[config.mk]
export PLATFORM = sky130hd
export DESIGN_NAME = fetch_queue
export DESIGN_NICKNAME = d
export VERILOG_FILES = /design/src/rtl/fetch_queue.sv
export SDC_FILE = /design/constraint.sdc
export NUM_CORES = 1
export LEC_CHECK = 0
export BUFFER_PORTS_ARGS = -buffer_cell sky130_fd_sc_hd__buf_2
export CORE_AREA = 2 2 261 134
export DETAILED_ROUTE_END_ITERATION = 6
export DIE_AREA = 0 0 263 136
export PLACE_DENSITY_LB_ADDON = 0.05
export RECOVER_POWER = 50
export SYNTH_ARGS = -nofsm -noshare
export SYNTH_HDL_FRONTEND = slang
export SYNTH_SLANG_ARGS = --single-unit
[constraint.sdc]
create_clock -name clk -period 2.46 [get_ports clk]
set_input_delay 0.492 -clock clk [delete_from_list [all_inputs] [get_ports clk]]
set_output_delay 0.492 -clock clk [all_outputs]
set_load 0.01 [all_outputs]
[src/rtl/fetch_queue.sv]
// fetch_queue: instruction fetch stage between the PC register and decode.
//
// Captures PC_in, issues one instruction-memory read at a time over a req/ack
// handshake and buffers returned {address, word} pairs in a DEPTH-entry FIFO
// presented to decode as valid/ready. A taken branch (flush) empties the queue
// and kills any outstanding fetch; a fetch already on the bus is drained in a
// drop phase so the memory handshake stays well formed.
//
// Optional feature (compile-time macro FETCH_BYPASS_EN): when the queue is empty
// an acknowledged word is forwarded to decode in the ack cycle and is not
// queued if decode accepts it.
//
// Ports:
//   clk, reset          clock, asynchronous active-low reset
//   PC_in               fetch address from the PC stage
//   flush               taken branch; discard queue and outstanding fetch
//   pc_stall            PC stage must hold its value this cycle
//   imem_req/imem_addr  memory read request, held until imem_ack
//   imem_ack/imem_rdata single-cycle read response
//   instr_valid/instr_ready/instr_out/instr_pc  head entry towards decode
module fetch_queue #(
  parameter int unsigned DEPTH = 4,
  parameter int unsigned XLEN  = 32
) (
  input  logic            clk,
  input  logic            reset,
  input  logic [XLEN-1:0] PC_in,
  input  logic            flush,
  output logic            pc_stall,
  output logic            imem_req,
  output logic [XLEN-1:0] imem_addr,
  input  logic            imem_ack,
  input  logic [XLEN-1:0] imem_rdata,
  output logic            instr_valid,
  input  logic            instr_ready,
  output logic [XLEN-1:0] instr_out,
  output logic [XLEN-1:0] instr_pc
);

  localparam int unsigned PtrW = $clog2(DEPTH);
  localparam int unsigned CntW = $clog2(DEPTH + 1);
  localparam logic [CntW-1:0] CntFull = CntW'(DEPTH);

  typedef enum logic [1:0] {StIdle, StWait, StDrop} state_e;

  state_e            state_q, state_d;
  logic [XLEN-1:0]   addr_q, addr_d;
  logic [CntW-1:0]   count_q, count_d;
  logic [PtrW-1:0]   wr_ptr_q, wr_ptr_d;
  logic [PtrW-1:0]   rd_ptr_q, rd_ptr_d;
  logic [XLEN-1:0]   pc_mem_q  [DEPTH];
  logic [XLEN-1:0]   ins_mem_q [DEPTH];

  logic empty, full, capture, push, pop, byp_valid, byp_taken;

  assign empty = (count_q == '0);
  assign full  = (count_q == CntFull);

  // Capturing only below full with a single outstanding fetch reserves the
  // slot the response will land in, so a push can never overflow.
  assign capture  = (state_q == StIdle) && !full && !flush;
  assign pc_stall = !capture;

  // The request is outstanding in both WAIT and DROP.
  assign imem_req  = (state_q != StIdle);
  assign imem_addr = addr_q;

`ifdef FETCH_BYPASS_EN
  assign byp_valid = empty && (state_q == StWait) && imem_ack && !flush;
`else
  assign byp_valid = 1'b0;
`endif
  assign byp_taken = byp_valid && instr_ready;

  assign pop  = !empty && instr_ready && !flush;
  assign push = (state_q == StWait) && imem_ack && !flush && !byp_taken;

  always_comb begin
    instr_valid = !empty || byp_valid;
    instr_out   = '0;
    instr_pc    = '0;
    if (!empty) begin
      instr_out = ins_mem_q[rd_ptr_q];
      instr_pc  = pc_mem_q[rd_ptr_q];
    end else if (byp_valid) begin
      instr_out = imem_rdata;
      instr_pc  = addr_q;
    end
  end

  // Fetch FSM
  always_comb begin
    state_d = state_q;
    addr_d  = addr_q;
    unique case (state_q)
      StIdle: begin
        if (capture) begin
          addr_d  = PC_in;
          state_d = StWait;
        end
      end
      StWait: begin
        // A flush coinciding with ack just drops the word (push is gated).
        if (imem_ack) begin
          state_d = StIdle;
        end else if (flush) begin
          state_d = StDrop;
        end
      end
      StDrop: begin
        if (imem_ack) begin
          state_d = StIdle;
        end
      end
      default: state_d = StIdle;
    endcase
  end

  // Queue bookkeeping
  always_comb begin
    wr_ptr_d = wr_ptr_q;
    rd_ptr_d = rd_ptr_q;
    count_d  = count_q;
    if (flush) begin
      wr_ptr_d = '0;
      rd_ptr_d = '0;
      count_d  = '0;
    end else begin
      if (push) begin
        wr_ptr_d = wr_ptr_q + PtrW'(1);
      end
      if (pop) begin
        rd_ptr_d = rd_ptr_q + PtrW'(1);
      end
      if (push && !pop) begin
        count_d = count_q + CntW'(1);
      end else if (pop && !push) begin
        count_d = count_q - CntW'(1);
      end
    end
  end

  always_ff @(posedge clk or negedge reset) begin
    if (!reset) begin
      state_q  <= StIdle;
      addr_q   <= '0;
      count_q  <= '0;
      wr_ptr_q <= '0;
      rd_ptr_q <= '0;
    end else begin
      state_q  <= state_d;
      addr_q   <= addr_d;
      count_q  <= count_d;
      wr_ptr_q <= wr_ptr_d;
      rd_ptr_q <= rd_ptr_d;
    end
  end

  always_ff @(posedge clk or negedge reset) begin
    if (!reset) begin
      for (int i = 0; i < int'(DEPTH); i++) begin
        pc_mem_q[i]  <= '0;
        ins_mem_q[i] <= '0;
      end
    end else if (push) begin
      pc_mem_q[wr_ptr_q]  <= addr_q;
      ins_mem_q[wr_ptr_q] <= imem_rdata;
    end
  end

endmodule

======== After elaboration in Yosys (flattened, before gate mapping) ========
Index checks and enable logic that the tools add are counted.
word-level totals
  flip-flop bits (word level) ............. 297
  output and inout port bits .............. 99
  word-level logic and storage cells ...... 75
  input bits .............................. 69
operators by class
  multiplexer cells ....................... 24
  bitwise logic cells ..................... 2
  add/subtract/negate cells ............... 4
  magnitude comparators ................... 3
  reduce and logical (&&, ||, !) cells .... 23
  eq/ne operators ......................... 6
operators by type and width
  kind                                                       count
  bitwise mux 128 bit                                        2
  two-way mux 32 bit                                         7
  binary-select mux 32 bit (select 2 bit)                    2
  demux 32 bit (select 2 bit)                                1
  two-way mux 2 bit                                          8
  logical AND 1 bit                                          9
  two-way mux 3 bit                                          3
  greater-or-equal comparator 3 bit (second input constant)  2
  logical NOT 1 bit                                          6
  inverter 2 -> 3 bit                                        2
  one-hot mux 2 bit (3 select lines)                         1
  nonzero test 2 bit                                         3
  adder 2 x 1 -> 2 bit (second input constant)               2
  != test 2 bit (second input constant)                      2
  adder 3 x 1 -> 3 bit (second input constant)               1
  == test 3 bit (second input constant)                      1
  logical NOT 3 bit                                          1
  < comparator 3 x 1 -> 1 bit (second input constant)        1
  != test 3 bit (second input constant)                      1
  AND reduction 3 bit                                        1
  nonzero test 3 bit                                         1
  subtractor 3 x 1 -> 3 bit (second input constant)          1
  == test 2 x 1 -> 1 bit (second input constant)             1
  == test 2 bit (second input constant)                      1
  other kinds (2)                                            2

======== Depth between registers and ports, before layout ========
Gate-level depths: netlist of the first run.
  depth after elaboration ................. 8
  depth in mapped cells ................... 7
  depth with buffers taken out ............ 7

======== Worst setup path before layout of the first run ========
OpenSTA, ideal clock, no wires.
  path kind ............................... reg2out
  from .................................... register rd_ptr_q[0]
  to ...................................... output instr_out[24]
  cell stages (with the launch flop) ...... 5
  data required time ...................... 1.968 ns
  arrival ................................. 1.528 ns
  setup slack ............................. 0.440 ns
  buffers on the path ..................... 2
  path through ............................ dfrtp_1 -> buf_4 -> buf_2 -> mux4_2 -> and2_1
on the way
  longest elaborated chain between the ends .. 5
ends and longest elaborated chain
  item                                                    line  text
  start, declared                                         50    logic [PtrW-1:0] rd_ptr_q, rd_ptr_d;
  start signal, assigned                                  155   rd_ptr_q <= rd_ptr_d;
  inverter 2 -> 3 bit (not written as such)               83    instr_out = ins_mem_q[rd_ptr_q];
  binary-select mux 32 bit (select 2 bit)                 83
  two-way mux 32 bit (not written as such) (2 in series)  83
  two-way mux 32 bit                                      82    if (!empty) begin
  end, declared                                           36    output logic [XLEN-1:0] instr_out,
No other way between the ends. The select of a mux whose other input is x is not followed.

======== Final worst setup path of the first run ========
  from .................................... register rd_ptr_q[0]
  to ...................................... output instr_out[27]
Same word-level chain as after synthesis.

==> results.yml, run 1 <==
clock_tree:
  number_of_buffers_inserted_during_clock_tree_synthesis: 30
  clock_tree_from_tritoncts: "yes"
  clock-root-buffer: "clkbuf_16"
  worstSkewPairLatency_ns: 0.57
  cts.path.max_buffers: 3
  cts.sinks: 297
  cts.clk_slew.worst_paths_ns: 0.06
  cts_max_level: 1
critical_path:
  r2r_cell_count: 5
  reg2reg_to: "pc_mem_q[66]"
  timing_worst_setup_path_type: "flop to primary output"
  maximum_fanout_encountered_on_the_critical_timing_path: 5
  critical_path.reg2reg.startpoint: "state_q[1]"
  setup.reg_to_reg.worst_slack_ns: 0.11
  worst_ep_required_time_ns: 1.97
  timing.critical_path.from_type: "flop"
  cp_data_arrival_time_ns: 2.15
  timing.critical_path.to_type: "primary output"
detailed_routing:
  detail-route-antenna-nets: 0
  vias: 7628
  drt-wirelength-per-cell_um: 22.1
  routed_wirelength_um: 32600
  drc: 0
  dr.first_iter.drc_count: 365
  detail_route.vias_per_cell: 5.18
  first_pass_iters: 4
timing:
  worst_slew_margin_rel: -0.0783
  final-setup-viol-count: 65
  hold_viol: 0
  worstMarginPinSlew_ns: 1.62
  rsz0062_at_grt: "yes"
  period_minus_slack_ns: 2.64
  final.hold.worst_slack_ns: 0.129
  final.setup_skew_ns: 0.0154
  postLayoutSetupSlackWorst_ns: -0.177
  pins_over_their_slew_limit: 60
  fmaxAchievable_mhz: 379
  final_min_period_over_clock_period: 1.07
worst_hold_path:
  timing.hold.worst.class: "primary input to flop"
  min_path_cells: 2
  worst_hold_startpoint: "imem_ack"
  whs_endpoint: "state_q[1]"
synth:
  synthesis.area_mm2: 0.0132
  postSynthCellCount: 809
  synth-warning-count: 0
  ys_top_cells_by_area: "dfrtp_1, mux2_1, mux4_2, mux2_2, and2_1"
  number_of_unique_standard_cell_types_used_by_synthesis: 34
  ys_async_sr_fraction: 1.00
  synth-seq-area-share: 0.562
  postSynth.topFlopCell: "dfrtp_1"
  synth_fp_nets: 883
  postSynthAreaPerCell_um2: 16.3
  post-synth-top-area-cell: "dfrtp_1"
  synth_edf_count: 0
  synth_top_area_share: 0.562
  ys_ff_latch: 297
floorplanning:
  io_pins: 168
  initial_utilization: 0.392
  fp.dieArea_mm2: 0.0358
  std_cell_rows: 48
  die_width_um: 263
  floorplan.core_area_mm2: 0.0338
  fp.dieH_um: 136
status:
  violated_checks: "capacitance limit, slew limit, setup timing"
  run_status: "finished with violations"
global_route:
  initial_antenna_violation_count: 2
  globalRouteTotalUtil: 0.183
  first_global_vias: 8423
  global_route_wire_length_before_repair_um: 50400
  grt_max_degree: 68
  grt_overflow_total: 0
placed_design:
  io_buffer_count: 167
  globalplace.congestion: 0.748
  detailedPlacementHpwl_um: 19400
layout:
  area_taken_by_flip_flops_and_latches_mm2: 0.00744
  fillerInstances: 2892
  mostFrequentLayoutCells: "dfrtp_1, mux2_1, buf_2, mux4_2, buf_6"
  syn2layout_area_growth_pct: 24.5
  multi_input_comb_area_mm2: 0.00554
  finish.utilization: 0.488
  layout.cells.most_common: "dfrtp_1"
  nets: 1073
  share_of_cells_above_drive_strength_1: 0.414
power_and_ir_drop:
  cellPowerDensity_mw_per_mm2: 1170
  post-layout-total-power_mw: 19.2
  total_leakage_power_nw: 7.94
  vdd.ir_drop.worst_mv: 0.548
flow_run:
  timing.max_cap.violations: 1
## state kept, by name, indices dropped and copies added (netlist names)
| name | flops |
|---|---|
| count_q | 3 |
| imem_addr | 32 |
| ins_mem_q | 128 |
| pc_mem_q | 128 |
| rd_ptr_q | 2 |
| state_q | 2 |
| wr_ptr_q | 2 |
## report_power, final
part / internal (mW) / total [mW] / switching (mW)
Combinational: 4.18 / 7.06 / 2.88
Sequential: 6.39 / 7.46 / 1.07
Clock: 2.78 / 4.72 / 1.94
Total: 13.3 / 19.2 / 5.89
## logic make-up after synthesis
kind of cell / share of synthesized area
compound gates: 0.00511
xor+xnor: 0.00265
fa+ha+maj: 0.00530
buf+inv: 0.0254
flops: 0.562
mux: 0.356
simple gates: 0.0434
## critical path, cell delays in order (launching register included)
cell	delay, ns
dfrtp_4	0.45
buf_6	0.14
buf_12	0.13
mux4_2	0.56
and2_4	0.20
buf_6	0.11
## worst max-delay path by stage
stage | start | to | slack (ns) | cells past startpoint
floorplan | rd_ptr_q[0] | instr_out[24] | 0.44 | 4
global placement | rd_ptr_q[0] | instr_out[27] | 0.27 | 4
detailed placement | flush | count_q[2] | 0.21 | 7
CTS | rd_ptr_q[0] | instr_out[15] | -0.24 | 6
global route | rd_ptr_q[0] | instr_out[11] | -0.24 | 5
finish | rd_ptr_q[0] | instr_out[27] | -0.18 | 5
## cell type report
| type | count | share of cell area |
|---|---|---|
| diodes | 1 | 0.000152 |
| clock buffers | 48 | 0.0565 |
| clock inverters | 8 | 0.00563 |
| inverters | 6 | 0.00137 |
| multi-input cells | 457 | 0.337 |
| flip-flops and latches | 297 | 0.452 |
| well taps | 450 | 0.0342 |
| repair buffers | 207 | 0.113 |
## through the flow
stage               instances  area, µm²  worst slack (ns)  TNS [ns]
floorplan                 809      13200             0.440         0
global placement         1400      14700             0.270         0
detailed placement       1400      14700             0.214         0
CTS                      1470      16300            -0.240    -13.11
global route             1473      16500            -0.236    -13.25
finish                   1474      16500            -0.177     -8.65
## routing by layer
layer / up-vias / routed length, µm / GRT usage
met5: - / 0 / 0
met4: 0 / 621 / 0.0387
met3: 44 / 1110 / 0.0355
met2: 117 / 15700 / 0.310
met1: 4145 / 15200 / 0.246
li1: 3322 / - / -
## cell usage after synthesis, drive strengths merged (2+ instances only)
cell and n:
inv 6, mux2 289, nand2 5, and2 66, nor2 9, nand3b 2, ha 4, mux4 64
xor2 3, buf 39, dfrtp 297, clkbuf 10
## repair_timing
action / 4_1_cts / 5_1_grt
endpoints found under the hold margin: 55 / 0
resized for setup: 78 / 49
hold buffers: 1 / 0
endpoints found under the setup margin: 64 / 64
pin swaps: 6 / 7
setup buffers: 9 / 1
cloned: 4 / 5
Note: power is estimated with default switching activity, not from simulation.
==> run 2: changes to the inputs <==
Settings changed: ABC_AREA from default to 1, CORE_AREA 2 2 261 134 to 2 2 258 133, DIE_AREA 0 0 263 136 to 0 0 260 135.
==> results.yml, run 2 <==
status:
  run_status: "finished with violations"
  violated_checks: "setup timing"
layout:
  fin_cells: 2185
  multi_input_comb_area_mm2: 0.00507
  area_taken_by_flip_flops_and_latches_mm2: 0.00744
  syn2layout_area_growth_pct: 26.9
  fillerInstances: 3163
  layout.cells.most_common: "o21ai_1"
  share_of_cells_above_drive_strength_1: 0.214
  nets: 1794
  mostFrequentLayoutCells: "o21ai_1, dfrtp_1, nand2_1, nor2_1, buf_2"
  finish.utilization: 0.504
placed_design:
  post-place-cells: 2095
  globalplace.congestion: 0.757
  io_buffer_count: 167
  detailedPlacementHpwl_um: 22200
clock_tree:
  cts.clk_slew.worst_paths_ns: 0.06
  clock_tree_from_tritoncts: "yes"
  cts.path.max_buffers: 3
  cts_max_level: 1
  clock-root-buffer: "clkbuf_16"
  worstSkewPairLatency_ns: 0.56
  number_of_buffers_inserted_during_clock_tree_synthesis: 29
  cts.sinks: 297
timing:
  hold_viol: 0
  rsz0062_at_grt: "yes"
  final-setup-viol-count: 43
  fmaxAchievable_mhz: 390
  period_minus_slack_ns: 2.56
  final_min_period_over_clock_period: 1.04
  worst_slew_margin_rel: 0.182
  worstMarginPinSlew_ns: 1.23
  postLayoutSetupSlackWorst_ns: -0.104
  pins_over_their_slew_limit: 0
  final.setup_skew_ns: 0.00795
  final.hold.worst_slack_ns: 0.183
synth:
  ys_top_cells_by_area: "dfrtp_1, o21ai_1, nor2_1, nand2_1, o21ai_0"
  synth-seq-area-share: 0.573
  number_of_unique_standard_cell_types_used_by_synthesis: 19
  synth.top_cells.by_count: "dfrtp_1, nor2_1, nand2_1"
  ys_async_sr_fraction: 1.00
  ys_ff_latch: 297
  synth_fp_nets: 1632
  postSynthAreaPerCell_um2: 8.32
  synth-warning-count: 0
  postSynthCellCount: 1558
  synthesis.area_mm2: 0.0130
  synth_top_area_share: 0.573
  post-synth-top-area-cell: "dfrtp_1"
  synth.most_common_cell: "dfrtp_1"
  postSynth.topFlopCell: "dfrtp_1"
  synth_edf_count: 0
power_and_ir_drop:
  power.share.sequential: 0.352
  p_clk_frac: 0.237
  power.switching_mw: 7.76
  power_report.internal_total_mw: 12.4
  share_comb_of_total_power: 0.411
  vdd.ir_drop.worst_mv: 0.578
  total_leakage_power_nw: 7.87
  power_switching_share: 0.386
  post-layout-total-power_mw: 20.1
  cellPowerDensity_mw_per_mm2: 1220
critical_path:
  worst_ep_required_time_ns: 1.97
  timing_worst_setup_path_type: "flop to primary output"
  maximum_fanout_encountered_on_the_critical_timing_path: 7
  timing.critical_path.to_type: "primary output"
  cp_data_arrival_time_ns: 2.07
  timing.critical_path.from_type: "flop"
detailed_routing:
  detail_route.vias_per_cell: 5.01
  routed_wirelength_um: 40900
  dr.first_iter.drc_count: 818
  drc: 0
  drt-wirelength-per-cell_um: 18.7
  vias: 10900
  detail-route-antenna-nets: 0
  first_pass_iters: 7
global_route:
  grt_max_degree: 91
  global_route_wire_length_before_repair_um: 61200
  grt_overflow_total: 0
  initial_antenna_violation_count: 0
  globalRouteTotalUtil: 0.223
  first_global_vias: 10400
floorplanning:
  floorplan.core_area_mm2: 0.0326
  initial_utilization: 0.397
  io_pins: 168
  die_width_um: 260
  fp.dieH_um: 135
  fp.dieArea_mm2: 0.0351
  std_cell_rows: 47
worst_hold_path:
  timing.hold.worst.class: "primary input to flop"
flow_run:
  timing.max_cap.violations: 0
-- run 2: cell count changes after synthesis, moves of 70 or more --
cell     previous run  this run
a21oi_1             1       100
buf_2               7        77
o21ai_0             0       127
nor2_1              8       290
mux2_1            242         0
o21ai_1             0       263
nand2_1             1       275
-- run 2: routing by layer --
| layer | track usage | routed length, µm | vias up | share of wire |
|---|---|---|---|---|
| met4 | 0.0338 | 519 | 0 | 0.013 |
| met3 | 0.0381 | 2260 | 33 | 0.055 |
| met5 | 0 | 0 | - | 0 |
| li1 | - | - | 5438 | - |
| met1 | 0.358 | 21800 | 5212 | 0.53 |
| met2 | 0.315 | 16300 | 254 | 0.40 |
-- run 2: layout make-up --
class                      instances  share of cell area
sequential                       297               0.452
multi-input combinational       1072               0.308
timing repair buffer             242               0.125
clock buffer                      38              0.0486
tap                              441              0.0335
inverter                          78              0.0199
clock inverter                    15              0.0125
antenna                            2            0.000304
-- run 2: per-stage QoR --
| step | setup TNS (ns) | worst slack, ns | area, µm² |
|---|---|---|---|
| final | -1.77 | -0.104 | 16500 |
| after CTS | -1.36 | -0.100 | 16000 |
| after floorplan | 0 | 0.661 | 13000 |
| after global placement | 0 | 0.279 | 14400 |
| after detailed placement | 0 | 0.309 | 14400 |
| after global routing | -7.63 | -0.154 | 16400 |
-- run 2: worst paths after layout --
kind,start,end,slack [ns],depth (start not counted)
max in group asynchronous,reset,rd_ptr_q[0],0.25,3
max reg2reg,state_q[1],pc_mem_q[78],0.15,8
min in group asynchronous,reset,ins_mem_q[10],0.63,2
min reg2reg,pc_mem_q[18],pc_mem_q[18],0.49,2
min,PC_in[20],imem_addr[20],0.18,3
max,rd_ptr_q[0],instr_pc[25],-0.10,7
-- run 2: cells by family (layout without fill, tap and decap cells) --
logic type / after synthesis / after routing / share of synthesized area
other cells: 0 / 2 / 0
compound gates: 490 / 490 / 0.189
xor+xnor: 1 / 1 / 0.000676
flops: 297 / 297 / 0.573
fa+ha+maj: 5 / 5 / 0.00541
simple gates: 576 / 576 / 0.169
buf+inv: 189 / 373 / 0.0625
-- run 2: what timing repair did --
| item | 4_1_cts | 5_1_grt |
|---|---|---|
| setup endpoints to repair | 64 | 64 |
| hold buffers | 1 | 0 |
| buffers inserted | 10 | 9 |
| gates cloned | 10 | 10 |
| endpoints found under the hold margin | 29 | 0 |
| pin swaps | 10 | 56 |
| gates resized for setup | 70 | 153 |
-- run 2: power groups by stage --
stage / Sequential, mW / Combinational [mW] / Clock [mW]
final: 7.08 / 8.27 / 4.78
after global routing: 7.25 / 9.17 / 5.07
after CTS: 7.02 / 7.62 / 4.89
after detailed placement: 7.10 / 6.66 / 0
after global placement: 7.10 / 6.58 / 0
after floorplan: 7.01 / 4.00 / 0
-- run 2: worst max-delay path: stages (launching register included) --
cell and delay, ns:
dfrtp_4 0.53, buf_12 0.16, clkinv_16 0.08, buf_16 0.16, clkbuf_16 0.19, o21ai_1 0.08
a21oi_1 0.15, buf_2 0.16
==> run 3: changes to the inputs <==
Settings changed: PLACE_DENSITY_LB_ADDON 0.05 to default.
==> results.yml, run 3 (synthesized netlist as in run 2, its figures left out) <==
layout:
  multi_input_comb_area_mm2: 0.00484
  mostFrequentLayoutCells: "dfrtp_1, o21ai_1, nand2_1, nor2_1, buf_2"
  syn2layout_area_growth_pct: 21.2
  fillerInstances: 3202
  num_antenna_cells: 0
  share_of_cells_above_drive_strength_1: 0.171
  nets: 1769
  layout.cells.most_common: "dfrtp_1"
  area_taken_by_flip_flops_and_latches_mm2: 0.00744
  finish.utilization: 0.481
flow_run:
  timing.max_cap.violations: 0
timing:
  hold_viol: 0
  postLayoutSetupSlackWorst_ns: -0.0358
  worstMarginPinSlew_ns: 1.05
  setup_total_negative_slack_ns: -0.488
  final-setup-viol-count: 32
  final_min_period_over_clock_period: 1.01
  pins_over_their_slew_limit: 0
  final.setup_skew_ns: 0.00665
  period_minus_slack_ns: 2.50
  fmaxAchievable_mhz: 401
  worst_slew_margin_rel: 0.299
  rsz0062_at_grt: "yes"
clock_tree:
  cts.clk_slew.worst_paths_ns: 0.07
  worstSkewPairLatency_ns: 0.54
  clock_tree_from_tritoncts: "yes"
  cts.sinks: 297
  number_of_buffers_inserted_during_clock_tree_synthesis: 27
  cts.path.max_buffers: 3
  clock-root-buffer: "clkbuf_16"
  cts_max_level: 1
critical_path:
  cp-startpoint: "rd_ptr_q[0]"
  setup.reg_to_reg.worst_slack_ns: 0.18
  maximum_fanout_encountered_on_the_critical_timing_path: 8
  cp_data_arrival_time_ns: 2.00
  reg2reg_to: "ins_mem_q[78]"
  timing.critical_path.from_type: "flop"
  critical_path.reg2reg.startpoint: "state_q[1]"
  timing.critical_path.to_type: "primary output"
  r2r_cell_count: 8
  timing_worst_setup_path_type: "flop to primary output"
  worst_ep_required_time_ns: 1.97
floorplanning:
  io_pins: 168
  fp.dieH_um: 135
  initial_utilization: 0.397
  fp.dieArea_mm2: 0.0351
  die_width_um: 260
  floorplan.core_area_mm2: 0.0326
  std_cell_rows: 47
status:
  run_status: "finished with violations"
  violated_checks: "setup timing"
global_route:
  grt_overflow_total: 0
  first_global_vias: 10500
  global_route_wire_length_before_repair_um: 59500
  globalRouteTotalUtil: 0.215
  grt_max_degree: 89
  initial_antenna_violation_count: 0
detailed_routing:
  drc: 0
  first_pass_iters: 6
  routed_wirelength_um: 38600
  detail-route-antenna-nets: 0
  drt-wirelength-per-cell_um: 17.9
  detail_route.vias_per_cell: 5.10
  vias: 11000
  dr.first_iter.drc_count: 929
placed_design:
  detailedPlacementHpwl_um: 22700
  io_buffer_count: 167
  globalplace.congestion: 0.823
power_and_ir_drop:
  vdd.ir_drop.worst_mv: 0.590
  total_leakage_power_nw: 7.57
  cellPowerDensity_mw_per_mm2: 1190
worst_hold_path:
  whs_endpoint: "imem_addr[21]"
  min_path_cells: 3
  worst_hold_startpoint: "PC_in[21]"
  timing.hold.worst.class: "primary input to flop"
run 3: cell types whose count changed in the layout (fill, tap and decap cells not counted), moves of 3 or more:
| cell | delta |
|---|---|
| a21oi_1 | +15 |
| a21oi_2 | -15 |
| buf_12 | -6 |
| buf_16 | -5 |
| buf_4 | -9 |
| buf_6 | -4 |
| clkbuf_16 | -4 |
| clkinv_2 | -3 |
| nor2_2 | -3 |
| o21ai_0 | +70 |
| o21ai_1 | -39 |
| o21ai_2 | -24 |
| o21ai_4 | -7 |
run 3: worst max path at each step:
stage / cells past startpoint / slack [ns] / to
finish: 7 / -0.04 / instr_out[20]
detailed placement: 7 / 0.41 / instr_pc[22]
CTS: 5 / -0.09 / instr_pc[2]
global route: 5 / -0.16 / instr_out[14]
floorplan: 12 / 0.66 / count_q[2]
global placement: 7 / 0.40 / instr_pc[22]
run 3: layer usage:
metal	up-vias	GRT usage	wire (µm)	share of wire
met3	35	0.0334	2150	0.056
met5	-	0	0	0
met2	312	0.304	15800	0.41
met1	5302	0.347	20200	0.52
li1	5339	-	-	-
met4	0	0.0300	448	0.012
run 3: metrics by stage:
step           area (µm²)  power [mW]  std cells  setup WS, ns  hold slack, ns
6_report            15700        18.8       2153       -0.0358           0.195
5_1_grt             15700        20.1       2153        -0.155           0.183
4_1_cts             15500        18.4       2143       -0.0863           0.168
3_5_place_dp        14400        13.6       2088         0.408           0.394
3_3_place_gp        14400        13.5       2088         0.401           0.393
2_1_floorplan       13000        11.0       1558         0.661           0.196
run 3: power breakdown:
part | switching, mW | internal (mW) | leakage, nW
Clock | 1.86 | 2.45 | 0.434
Sequential | 0.817 | 6.26 | 3.88
Combinational | 4.53 | 2.85 | 3.25
run 3: area by class of cell:
class / instances / share of cell area
Clock buffer: 36 / 0.0477
Clock inverter: 10 / 0.00837
Inverter: 78 / 0.0191
Multi-Input combinational cell: 1072 / 0.308
Sequential cell: 297 / 0.474
Tap cell: 441 / 0.0351
Timing Repair Buffer: 219 / 0.108
run 3: worst max-delay path, stage by stage (launching register included):
cell and delay (ns):
dfrtp_4 0.51, buf_12 0.17, clkbuf_16 0.21, nor2_1 0.06, nor2_1 0.08, o21ai_0 0.08
a21oi_1 0.17, buf_2 0.17
run 3: timing repair:
item,in CTS,in global routing
endpoints found under the hold margin,29,0
gates resized for setup,19,58
setup endpoints to repair,59,64
pin swaps,1,14
hold buffers,1,0
cloned,5,7
buffers inserted,3,3
